--- config.mk ---
export PLATFORM = sky130hd
export DESIGN_NAME = riscv_amo_mem_responder
export DESIGN_NICKNAME = d
export VERILOG_FILES = /design/src/rtl/riscv_amo_mem_responder.sv
export SDC_FILE = /design/constraint.sdc
export NUM_CORES = 1
export LEC_CHECK = 0
export BUFFER_PORTS_ARGS = -buffer_cell sky130_fd_sc_hd__buf_2
export CAP_MARGIN = 25
export CORE_ASPECT_RATIO = 1.75
export CORE_MARGIN = 8
export CORE_UTILIZATION = 42
export DETAILED_ROUTE_END_ITERATION = 10
export PLACE_DENSITY = 0.74
export SKIP_CTS_REPAIR_TIMING = 1
export SLEW_MARGIN = 5
export SYNTH_ARGS = -nofsm -noshare
export SYNTH_HDL_FRONTEND = slang
export SYNTH_SLANG_ARGS = --single-unit
--- constraint.sdc ---
create_clock -name i_riscv_lsu_clk -period 8 [get_ports i_riscv_lsu_clk]
set_input_delay 0.8 -clock i_riscv_lsu_clk [delete_from_list [all_inputs] [get_ports i_riscv_lsu_clk]]
set_output_delay 0.8 -clock i_riscv_lsu_clk [all_outputs]
set_load 0.05 [all_outputs]
--- src/rtl/riscv_amo_mem_responder.sv ---
// rtl/riscv_amo_mem_responder.sv - read-modify-write responder for RISC-V AMO*.W/.D requests
module riscv_amo_mem_responder #(
    parameter int MEM_RD_LATENCY = 1
) (
    input  logic        i_riscv_lsu_clk,
    input  logic        i_riscv_lsu_rst,
    input  logic        i_riscv_amo_req_valid,
    output logic        o_riscv_amo_req_ready,
    input  logic [4:0]  i_riscv_amo_funct5,
    input  logic        i_riscv_amo_word,
    input  logic [63:0] i_riscv_amo_addr,
    input  logic [63:0] i_riscv_amo_src,
    input  logic        i_riscv_amo_flush,
    output logic        o_riscv_amo_rsp_valid,
    input  logic        i_riscv_amo_rsp_ready,
    output logic [63:0] o_riscv_amo_rsp_data,
    output logic        o_riscv_amo_rsp_err,
    output logic        o_riscv_mem_en,
    output logic        o_riscv_mem_we,
    output logic [63:0] o_riscv_mem_addr,
    output logic [63:0] o_riscv_mem_wdata,
    output logic [7:0]  o_riscv_mem_wstrb,
    input  logic [63:0] i_riscv_mem_rdata
);

    localparam logic [4:0] F_ADD  = 5'b00000;
    localparam logic [4:0] F_SWAP = 5'b00001;
    localparam logic [4:0] F_XOR  = 5'b00100;
    localparam logic [4:0] F_OR   = 5'b01000;
    localparam logic [4:0] F_AND  = 5'b01100;
    localparam logic [4:0] F_MIN  = 5'b10000;
    localparam logic [4:0] F_MAX  = 5'b10100;
    localparam logic [4:0] F_MINU = 5'b11000;
    localparam logic [4:0] F_MAXU = 5'b11100;

    localparam int CW = (MEM_RD_LATENCY > 1) ? $clog2(MEM_RD_LATENCY) : 1;
    localparam logic [CW-1:0] CNT_LAST = CW'(MEM_RD_LATENCY - 1);

    typedef enum logic [2:0] {S_IDLE, S_READ, S_WAIT, S_WRITE, S_RESP} state_t;

    state_t        state_q, state_d;
    logic [4:0]    funct5_q, funct5_d;
    logic          word_q, word_d;
    logic [63:2]   addr_q, addr_d;
    logic [63:0]   src_q, src_d;
    logic [63:0]   old_q, old_d;
    logic [CW-1:0] cnt_q, cnt_d;
    logic          err_q, err_d;

    logic          misaligned;
    logic [63:0]   src_ext;
    logic [63:0]   result;
    logic [31:0]   rd_half;

    // Request state and FSM register; reset drops any pending write immediately.
    always_ff @(posedge i_riscv_lsu_clk or posedge i_riscv_lsu_rst) begin
        if (i_riscv_lsu_rst) begin
            state_q  <= S_IDLE;
            funct5_q <= '0;
            word_q   <= 1'b0;
            addr_q   <= '0;
            src_q    <= '0;
            old_q    <= '0;
            cnt_q    <= '0;
            err_q    <= 1'b0;
        end else begin
            state_q  <= state_d;
            funct5_q <= funct5_d;
            word_q   <= word_d;
            addr_q   <= addr_d;
            src_q    <= src_d;
            old_q    <= old_d;
            cnt_q    <= cnt_d;
            err_q    <= err_d;
        end
    end

    // Next-state: accept, read, wait out memory latency, write, hold response.
    always_comb begin
        state_d    = state_q;
        funct5_d   = funct5_q;
        word_d     = word_q;
        addr_d     = addr_q;
        src_d      = src_q;
        old_d      = old_q;
        cnt_d      = cnt_q;
        err_d      = err_q;
        misaligned = i_riscv_amo_word ? (i_riscv_amo_addr[1:0] != 2'b00)
                                      : (i_riscv_amo_addr[2:0] != 3'b000);
        rd_half    = addr_q[2] ? i_riscv_mem_rdata[63:32] : i_riscv_mem_rdata[31:0];
        case (state_q)
            S_IDLE: begin
                cnt_d = '0;
                // Flush wins over a simultaneous request: nothing is latched.
                if (i_riscv_amo_req_valid && !i_riscv_amo_flush) begin
                    funct5_d = i_riscv_amo_funct5;
                    word_d   = i_riscv_amo_word;
                    addr_d   = i_riscv_amo_addr[63:2];
                    src_d    = i_riscv_amo_src;
                    err_d    = misaligned;
                    state_d  = misaligned ? S_RESP : S_READ;
                end
            end
            S_READ: begin
                cnt_d   = '0;
                state_d = i_riscv_amo_flush ? S_IDLE : S_WAIT;
            end
            S_WAIT: begin
                if (i_riscv_amo_flush) begin
                    state_d = S_IDLE;
                end else if (cnt_q == CNT_LAST) begin
                    old_d   = word_q ? {{32{rd_half[31]}}, rd_half} : i_riscv_mem_rdata;
                    state_d = S_WRITE;
                end else begin
                    cnt_d = cnt_q + 1'b1;
                end
            end
            S_WRITE: state_d = S_RESP;
            S_RESP:  if (i_riscv_amo_rsp_ready) state_d = S_IDLE;
            default: state_d = S_IDLE;
        endcase
    end

    // ALU: .W operands are sign-extended to 64 bits, which keeps both signed
    // and unsigned ordering of the 32-bit values intact.
    always_comb begin
        src_ext = word_q ? {{32{src_q[31]}}, src_q[31:0]} : src_q;
        case (funct5_q)
            F_ADD:   result = old_q + src_ext;
            F_XOR:   result = old_q ^ src_ext;
            F_AND:   result = old_q & src_ext;
            F_OR:    result = old_q | src_ext;
            F_MIN:   result = ($signed(old_q) < $signed(src_ext)) ? old_q : src_ext;
            F_MAX:   result = ($signed(old_q) > $signed(src_ext)) ? old_q : src_ext;
            F_MINU:  result = (old_q < src_ext) ? old_q : src_ext;
            F_MAXU:  result = (old_q > src_ext) ? old_q : src_ext;
            F_SWAP:  result = src_ext;
            default: result = src_ext;
        endcase
    end

    // Outputs decoded from state; buses held at zero outside their active phase.
    always_comb begin
        o_riscv_amo_req_ready = (state_q == S_IDLE);
        o_riscv_mem_en        = (state_q == S_READ) || (state_q == S_WRITE);
        o_riscv_mem_we        = (state_q == S_WRITE);
        o_riscv_mem_addr      = o_riscv_mem_en ? {addr_q[63:3], 3'b000} : 64'd0;
        o_riscv_mem_wdata     = 64'd0;
        o_riscv_mem_wstrb     = 8'h00;
        if (state_q == S_WRITE) begin
            o_riscv_mem_wdata = word_q ? {result[31:0], result[31:0]} : result;
            o_riscv_mem_wstrb = word_q ? (addr_q[2] ? 8'hF0 : 8'h0F) : 8'hFF;
        end
        o_riscv_amo_rsp_valid = (state_q == S_RESP);
        o_riscv_amo_rsp_err   = (state_q == S_RESP) && err_q;
        o_riscv_amo_rsp_data  = ((state_q == S_RESP) && !err_q) ? old_q : 64'd0;
    end

endmodule

==> metrics.yaml, run 1 <==
fp.dieW_um: 178.9
synth_seq_cells: 200
dieArea_sq_um: 53840
peakVddDrop_v: 0.0001600
r2r-start: "state_q[2]$_DFFE_PP0P_"
first_pass_iters: 6
port_buffers: 404
setup_tns_ns: 0
skew_ns: 0.01321
synthArstFlopShare_pct: 100.0
rows: 104
synth_cells: 2420
stdcell_count: 3288
cp.arrival_ns: 6.81
drc: 0
cts.sinks: 200
core_area_sq_um: 45930
synth.area.mux_share_pct: 9.896
max_cap_viol_count: 0
drtAntennaViolNets: 0
synth-compound-area-share_pct: 25.58
fin_crit_ns: 7.612
synth_ff_type: "dfrtp_1"
leakage_nw: 10.91
wl_per_cell_um: 29.03
synth_top_family_by_area: "compound AO/OA/AOI/OAI gates"
powerDensity_nw_per_um2: 371.1
avgSynthCellArea_sq_um: 8.056
nets: 3088
status: "completed"
clk_latency_ns: 0.48
dr_total_vias: 21090
diodes: 0
antenna_found_initial: 1
via_per_inst: 6.415
area_growth_pct: 14.99
grt_start_max_net_pins: 86
post-dp-hpwl_um: 73320
period_share_pct: 95.15
ff2ff_path_depth: 4
drv_slew: 0
holdWs_ns: 0.3783
synthAdderAreaFrac_pct: 12.42
cp-start-kind: "flop"
numCtsBuffers: 17
synth_area_sq_um: 19500
yosysSeqAreaShare_pct: 25.67
synthXorXnorAreaFrac_pct: 2.336
rsz0062_at_grt: "no"
clkTransAtPathRegs_ns: 0.09
synth-simple-area-share_pct: 16.43
place.gp.congestion: 1.028
final_cell_mix: "404 x buf_2, 285 x a21oi_1, 204 x nor2_1"
wirelength_um: 95460
synthDistinctLibCells: 77
finalHoldViolations: 0
hp-class: "in -> async"
clk_path_buf_depth: 2
r2r_slack_ns: 5.59
synth_edf_count: 0
dieHeight_um: 301.0
root_buffer: "clkbuf_16"
reg2reg_to: "src_q[41]$_DFFE_PP0P_"
drive_gt1_share_pct: 24.14
yosysWarnings: 0
relSlewSlack_pct: 21.86
worst_pin_slew_ns: 1.161
pin_count: 408
preCtsSetupSlack_ns: 1.128
final_common_cell: "buf_2"
max_freq_ghz: 0.1314
grt_usage_pct: 34.66
drtIter0Drc: 2375
overflow: 0
power_mw: 8.320
place_area_sq_um: 21790
initial_core_util_pct: 42.44
cts_tree: "yes"
placed_cells: 3255
final_cell_area_sq_um: 22420
setup_viol: 0
postLayoutCoreUtil_pct: 48.81
grt_pass1_wl_um: 139200
endpoint_kind: "output pin"
crit_fanout: 48
critPathKind: "reg -> out"
required_ns: 7.20
layout_setup_ws_ns: 0.3876
htreeDepth: 4
grt_pass1_vias: 21840
cells in the mapped netlist (all sizes together) (8+ instances only):
master  instances  area [sq um]
a21oi         286          1443
nor2          207         777.0
dfrtp         200          5005
ha            192          2402
inv           169         634.4
o21ai         167         835.8
clkbuf        135         508.0
mux2          134          1509
nand2         127         476.7
nor3          102         510.5
and2           68         425.4
buf            60         344.1
a21o           58         435.4
mux2i          42         420.4
nand4          39         244.0
xnor2          37         324.1
a221o          32         320.3
a221oi         30         294.0
nand3          28         140.1
o221ai         27         236.5
o22ai          26         162.7
nor4           23         235.2
o21bai         23         172.7
o211ai         20         150.1
a211oi         19         152.6
a31oi          16         100.1
nor2b          15         93.84
xor2           15         131.4
o21a           12         90.09
or3            12         80.08
a211o          10         87.58
and3           10         62.56
o31ai           8         60.06
metal layers:
layer | GRT usage [%] | wire length, um | share of wire (%) | up-vias
li1 | - | - | - | 9205
met2 | 59.30 | 47140 | 49 | 1286
met4 | 26.80 | 8297 | 8.7 | 4
met5 | 0 | 24 | 0.025 | -
met3 | 8.184 | 8041 | 8.4 | 434
met1 | 35.74 | 31960 | 33 | 10170
state kept, by name (all words and copies together) (netlist names):
| signal | flops |
|---|---|
| state_q | 3 |
| old_q | 64 |
| err_q | 1 |
| addr_q | 62 |
| word_q | 1 |
| funct5_q | 5 |
| src_q | 64 |
power breakdown:
group	switching (mW)	total, mW	internal (mW)
registers	0.518	1.86	1.34
logic	3.73	5.54	1.81
clock network	0.486	0.924	0.438
total	4.74	8.32	3.58
how the worst max path moves through the flow:
| stage | from | endpoint | slack, ns |
|---|---|---|---|
| 2_1_floorplan | word_q$_DFFE_PP0P_ | o_riscv_mem_wdata[58] | 1.74 |
| 3_3_place_gp | src_q[31]$_DFFE_PP0P_ | o_riscv_mem_wdata[49] | 1.34 |
| 3_5_place_dp | src_q[31]$_DFFE_PP0P_ | o_riscv_mem_wdata[45] | 1.13 |
| 4_1_cts | src_q[31]$_DFFE_PP0P_ | o_riscv_mem_wdata[45] | 0.57 |
| 5_1_grt | src_q[31]$_DFFE_PP0P_ | o_riscv_mem_wdata[49] | 0.21 |
| 6_report | src_q[31]$_DFFE_PP0P_ | o_riscv_mem_wdata[49] | 0.39 |
final cells by class:
| cell class | instances | area (sq um) |
|---|---|---|
| Clock buffer | 19 | 452.9 |
| Clock inverter | 13 | 143.9 |
| Multi-Input combinational cell | 1857 | 13070 |
| Timing Repair Buffer | 446 | 2370 |
| Inverter | 170 | 645.6 |
| Fill cell | 4486 | 23520 |
| Tap cell | 583 | 729.5 |
| Sequential cell | 200 | 5010 |
kinds of logic (layout without fill, tap and decap cells):
group / Yosys count / after routing
flops: 200 / 200
compound gates: 782 / 782
buf+inv: 365 / 648
mux: 176 / 176
other cells: 1 / 3
fa+ha+maj: 193 / 193
xor+xnor: 52 / 52
simple gates: 651 / 651
critical path: stages, from the launching register on:
cell,delay [ns]
dfrtp_1,0.38
inv_1,0.10
nor2_2,0.48
buf_4,0.34
a21o_1,0.15
inv_1,0.07
ha_1,0.52
inv_1,0.11
a21oi_1,0.13
a21boi_0,0.09
o311ai_1,0.56
and3_1,0.48
a21oi_4,0.18
a2111oi_4,0.59
or3_4,0.82
a221o_1,0.26
o21ai_0,0.36
o22ai_1,0.34
buf_2,0.32
(Power assumes the default switching activity.)
==> inputs of run 2 (changes only) <==
--- a/config.mk
+++ b/config.mk
@@ -6,14 +6,13 @@
 export NUM_CORES = 1
 export LEC_CHECK = 0
 export BUFFER_PORTS_ARGS = -buffer_cell sky130_fd_sc_hd__buf_2
-export CAP_MARGIN = 25
 export CORE_ASPECT_RATIO = 1.75
-export CORE_MARGIN = 8
+export CORE_MARGIN = 4
 export CORE_UTILIZATION = 42
 export DETAILED_ROUTE_END_ITERATION = 10
 export PLACE_DENSITY = 0.74
 export SKIP_CTS_REPAIR_TIMING = 1
-export SLEW_MARGIN = 5
+export SLEW_MARGIN = 15
 export SYNTH_ARGS = -nofsm -noshare
 export SYNTH_HDL_FRONTEND = slang
 export SYNTH_SLANG_ARGS = --single-unit
==> metrics.yaml, run 2 (synthesis gave the netlist of run 1 again) <==
overflow: 0  # unchanged
num-fill-cells: 4516  # +0.67%
drv_slew: 0  # unchanged
diodes: 0  # unchanged
area_growth_pct: 14.97  # about the same
numCtsBuffers: 17  # unchanged
layout_setup_ws_ns: 0.4105  # +0.02285 ns
critPathKind: "reg -> out"
clkTransAtPathRegs_ns: 0.08  # about the same
grt_pass1_vias: 21650  # -0.85%
cts_tree: "yes"
fin_crit_ns: 7.590  # -0.02285 ns
powerDensity_nw_per_um2: 370.1  # -0.27%
cts.sinks: 200  # unchanged
port_buffers: 404  # unchanged
power_mw: 8.295  # -0.29%
dieArea_sq_um: 50070  # -7.0%
drtAntennaViolNets: 0  # unchanged
relSlewSlack_pct: 20.79  # -1.1 points
period_share_pct: 94.87  # -0.29 points
dieHeight_um: 293.0  # -2.7%
setup_viol: 0  # unchanged
via_per_inst: 6.443  # +0.43%
pin_count: 408  # unchanged
endpoint_kind: "output pin"
ff2ff_path_depth: 4  # unchanged
pwr-share-clk_pct: 11.5  # +0.4 points
leakage_nw: 10.89  # -0.14%
worst-path-buf-inv: 3  # -2
peakVddDrop_v: 0.0001838  # +15%
crit_slowest_cell: "nor3_1"
power_switching_mw: 4.659  # -1.7%
reg_top3: "old_q x64, src_q x64, addr_q x62"
p_comb_share_pct: 65.9  # -0.7 points
swShare_pct: 56.16  # -0.80 points
seqCellArea_sq_um: 5010  # unchanged
grt_start_max_net_pins: 88  # +2.3%
final_cell_area_sq_um: 22410  # about the same
grt_usage_pct: 35.15  # +0.49 points
seq_power_share_pct: 22.6  # +0.3 points
final_cell_mix: "404 x buf_2, 285 x a21oi_1, 203 x nor2_1"
root_buffer: "clkbuf_16"
stdcell_count: 3287  # -0.030%
status: "completed"
initial_core_util_pct: 42.44  # unchanged
postLayoutCoreUtil_pct: 48.80  # about the same
fp.dieW_um: 170.9  # -4.5%
grt_pass1_wl_um: 132900  # -4.5%
rsz0062_at_grt: "no"
multi_input_area_sq_um: 13080  # +0.11%
required_ns: 7.20  # about the same
clk_path_buf_depth: 2  # unchanged
htreeDepth: 4  # unchanged
wl_per_cell_um: 28.05  # -3.4%
cp.arrival_ns: 6.79  # -0.02 ns
clk_latency_ns: 0.49  # about the same
place.gp.congestion: 1.062  # +3.3%
place_area_sq_um: 21790  # about the same
cp-start-kind: "flop"
crit_fanout: 28  # -42%
holdWs_ns: 0.3948  # +0.01646 ns
drtIter0Drc: 2106  # -11%
hp-class: "in -> async"
p_int_mw: 3.637  # +1.6%
slowest_delay_ns: 0.81  # about the same
final_common_cell: "buf_2"
rows: 104  # unchanged
wirelength_um: 92210  # -3.4%
worst_pin_slew_ns: 1.185  # +0.02366 ns
dr_total_vias: 21180  # +0.40%
preCtsSetupSlack_ns: 1.090  # -0.03774 ns
finalHoldViolations: 0  # unchanged
post-dp-hpwl_um: 70320  # -4.1%
crit_top_cell: "nor3_1"
core_area_sq_um: 45930  # unchanged
cp_num_cells: 17  # -1
antenna_found_initial: 0  # -1
max_freq_ghz: 0.1318  # +0.30%
placed_cells: 3254  # -0.031%
first_pass_iters: 6  # unchanged
skew_ns: 0.02388  # +0.01067 ns
drive_gt1_share_pct: 24.15  # about the same
max_cap_viol_count: 0  # unchanged
nets: 3087  # -0.032%
cpLargestDelayFamily: "simple AND/OR/NAND/NOR gates"
drc: 0  # unchanged
crit_chain: "inv_2 > nor2_2 > buf_4 > a21oi_1 > ha_1 > nor4_2 > nand4_1 > nor3_1 > o41ai_1 > nand3_1 > nor3_1 > nor3_1 > or3_4 > a221o_1 > o21ai_0 > o22ai_1 > buf_2"
setup_tns_ns: 0  # unchanged
## run 2: cell types whose count changed in the layout (fill, tap and decap cells not counted), moves of 2 or more
cell	delta
clkinvlp_4	+2
inv_6	+2
bufinv_16	+2
inv_8	-5
## run 2: power groups by stage
stage          sequential, mW  clock [mW]  combinational, mW
2_1_floorplan            1.61           0               3.77
3_3_place_gp             1.85           0               5.21
3_5_place_dp             1.86           0               5.27
4_1_cts                  1.84       0.969               5.30
5_1_grt                  1.89        1.00               5.80
6_report                 1.87       0.955               5.47
## run 2: worst paths after layout
check,endpoint,from,slack [ns]
setup / recovery,o_riscv_mem_wdata[49],word_q$_DFFE_PP0P_,0.41
hold / removal,addr_q[32]$_DFFE_PP0P_,i_riscv_lsu_rst,0.39
setup reg to reg,src_q[1]$_DFFE_PP0P_,state_q[1]$_DFFE_PP0P_,5.05
hold reg to reg,addr_q[40]$_DFFE_PP0P_,addr_q[40]$_DFFE_PP0P_,0.50
max in group asynchronous,funct5_q[2]$_DFFE_PP0P_,i_riscv_lsu_rst,6.32
min in group i_riscv_lsu_clk,addr_q[40]$_DFFE_PP0P_,addr_q[40]$_DFFE_PP0P_,0.50
## run 2: worst register-to-register path, cell delays in order, from the launching register on
cell and delay (ns):
dfrtp_1 0.48, nor2_1 0.35, nand3_4 0.77, buf_4 0.72, mux2_2 0.52
## run 2: final cells by class
class                   instances  area share (%)
well taps                     583           3.254
clock inverters                12          0.6922
flip-flops and latches        200           22.35
multi-input cells            1858           58.37
clock buffers                  20           2.038
repair buffers                444           10.42
inverters                     170           2.880
## run 2: metal layers
layer | vias to the layer above | global-route usage [%] | routed length, um
met2 | 1397 | 60.57 | 44890
met3 | 443 | 7.148 | 8151
met5 | - | 0 | 0
li1 | 9178 | - | -
met4 | 0 | 27.98 | 9018
met1 | 10160 | 36.63 | 30150
==> inputs of run 3 (changes only) <==
--- a/config.mk
+++ b/config.mk
@@ -10,7 +10,7 @@
 export CORE_MARGIN = 4
 export CORE_UTILIZATION = 42
 export DETAILED_ROUTE_END_ITERATION = 10
-export PLACE_DENSITY = 0.74
+export PLACE_DENSITY = 0.76
 export SKIP_CTS_REPAIR_TIMING = 1
 export SLEW_MARGIN = 15
 export SYNTH_ARGS = -nofsm -noshare
==> constraint.sdc (replaced) <==
create_clock -name i_riscv_lsu_clk -period 6.75 [get_ports i_riscv_lsu_clk]
set_input_delay 0.675 -clock i_riscv_lsu_clk [delete_from_list [all_inputs] [get_ports i_riscv_lsu_clk]]
set_output_delay 0.675 -clock i_riscv_lsu_clk [all_outputs]
set_load 0.05 [all_outputs]
==> metrics.yaml, run 3 (synthesis gave the netlist of run 1 again) <==
grt_usage_pct: 36.08  # +0.93 points
cp-start-kind: "flop"
wirelength_um: 94630  # +2.6%
worst-path-buf-inv: 6  # +3
crit_slowest_cell: "or3_4"
grt_pass1_wl_um: 137000  # +3.0%
nets: 3131  # +1.4%
rows: 104  # unchanged
overflow: 0  # unchanged
max_cap_viol_count: 0  # unchanged
initial_core_util_pct: 42.44  # unchanged
status: "completed"
dieHeight_um: 293.0  # unchanged
drtAntennaViolNets: 0  # unchanged
root_buffer: "clkbuf_16"
powerDensity_nw_per_um2: 445.0  # +20%
clk_path_buf_depth: 2  # unchanged
pin_count: 408  # unchanged
pwr-share-clk_pct: 11.4  # about the same
post-dp-hpwl_um: 72860  # +3.6%
fp.dieW_um: 170.9  # unchanged
drv_slew: 0  # unchanged
reg_top3: "old_q x64, src_q x64, addr_q x62"
area_growth_pct: 17.69
setup_viol: 0  # unchanged
dieArea_sq_um: 50070  # unchanged
core_area_sq_um: 45930  # unchanged
cts_tree: "yes"
htreeDepth: 4  # unchanged
endpoint_kind: "output pin"
p_comb_share_pct: 67.4  # +1.5 points
diodes: 0  # unchanged
required_ns: 6.07  # -1.13 ns
fin_crit_ns: 6.573
seq_power_share_pct: 21.2  # -1.4 points
holdWs_ns: 0.2508  # -0.1439 ns
via_per_inst: 6.408  # -0.54%
antenna_found_initial: 0  # unchanged
dr_total_vias: 21350  # +0.79%
clkTransAtPathRegs_ns: 0.09  # about the same
max_freq_ghz: 0.1521
crit_fanout: 31  # +11%
leakage_nw: 11.16  # +2.4%
drtIter0Drc: 2408  # +14%
wl_met2_um: 46830  # +4.3%
hp-class: "in -> async"
crit_chain: "inv_1 > nor2_2 > buf_12 > a21o_1 > inv_1 > ha_1 > inv_1 > a21oi_1 > a21boi_0 > o311ai_1 > nand3_1 > buf_4 > nor3_2 > nor3_2 > or3_4 > a221o_1 > a221oi_2 > o22ai_1 > clkbuf_4"
critPathKind: "reg -> out"
slowest_delay_ns: 0.60  # -0.21 ns
relSlewSlack_pct: 25.81  # +5.0 points
power_mw: 10.21  # +23%
port_buffers: 404  # unchanged
power_switching_mw: 5.733  # +23%
drc: 0  # unchanged
drt-met1-wl_um: 31530  # +4.6%
wl_met3_um: 7458  # -8.5%
crit_top_cell: "inv_1"
final_common_cell: "buf_2"
top_layer_used: "met4"
cpLargestDelayFamily: "compound AO/OA/AOI/OAI gates"
swShare_pct: 56.14  # about the same
drive_gt1_share_pct: 25.76  # +1.6 points
p_int_mw: 4.479  # +23%
startpoint: "src_q[31]$_DFFE_PP0P_"
period_share_pct: 97.38
wl_per_cell_um: 28.41  # +1.3%
cp.arrival_ns: 5.90  # -0.89 ns
r2r-start: "state_q[2]$_DFFE_PP0P_"
final_cell_mix: "400 x buf_2, 284 x a21oi_1, 204 x nor2_1"
skew_ns: 0.01432  # -0.009567 ns
first_pass_iters: 9  # +3
grt_start_max_net_pins: 140  # +59%
numCtsBuffers: 17  # unchanged
clk_latency_ns: 0.48  # about the same
peakVddDrop_v: 0.0002020  # +9.9%
cts.sinks: 200  # unchanged
r2r_slack_ns: 4.29  # -0.76 ns
finalHoldViolations: 0  # unchanged
grt_pass1_vias: 21960  # +1.4%
worst_pin_slew_ns: 1.113  # -0.07219 ns
place.gp.congestion: 0.9960  # -6.2%
[run 3: changes by cell type in the layout (fill, tap and decap cells not counted), sizes merged]
cell / delta
or3: +1
buf: +42
clkbuf: -2
inv: -2
clkinv: +7
clkinvlp: -2
[run 3: final timing paths]
kind,endpoint,cells past startpoint
max in group asynchronous,funct5_q[2]$_DFFE_PP0P_,3
worst min-delay path,src_q[39]$_DFFE_PP0P_,2
min in group i_riscv_lsu_clk,state_q[1]$_DFFE_PP0P_,2
worst max register to register,src_q[37]$_DFFE_PP0P_,4
worst min register to register,addr_q[18]$_DFFE_PP0P_,1
worst max-delay path,o_riscv_mem_wdata[53],19
[run 3: layer usage]
layer | vias to the layer above | global-route usage [%]
met3 | 432 | 6.730
met4 | 0 | 26.17
li1 | 9289 | -
met5 | - | 0
met1 | 10260 | 38.12
met2 | 1364 | 63.27
[run 3: stage by stage]
step	setup slack, ns	util [%]	cell area [sq um]	instances	setup TNS (ns)
after floorplan	0.6121	-	19500	2422	0
final	0.1768	49.95	22950	3331	0
after global routing	-0.01266	49.95	22950	3331	-0.01266
after CTS	-0.2318	49.71	22830	3327	-1.082
after global placement	0.3727	48.28	22180	3295	0
after detailed placement	0.3055	48.28	22180	3295	0
[run 3: area by class of cell]
class,count,area [sq um]
tap,583,729.5
timing repair buffer,487,2746
clock buffer,17,425.4
sequential,200,5007
clock inverter,15,231.5
fill,4527,22990
multi-input combinational,1859,13160
inverter,170,645.6
[run 3: worst reg2reg max path, delay by kind of cell (launching register included)]
| kind | cells | cell delay (ns) |
|---|---|---|
| flops | 1 | 0.56 |
| mux | 1 | 0.53 |
| simple gates | 2 | 0.50 |
| buf+inv | 1 | 0.76 |
[run 3: power groups by stage]
stage | clock network, mW | registers, mW | logic [mW]
6_report | 1.16 | 2.17 | 6.88
5_1_grt | 1.23 | 2.20 | 7.30
4_1_cts | 1.18 | 2.14 | 6.61
3_5_place_dp | 0 | 2.16 | 6.58
3_3_place_gp | 0 | 2.14 | 6.53
2_1_floorplan | 0 | 1.91 | 4.47
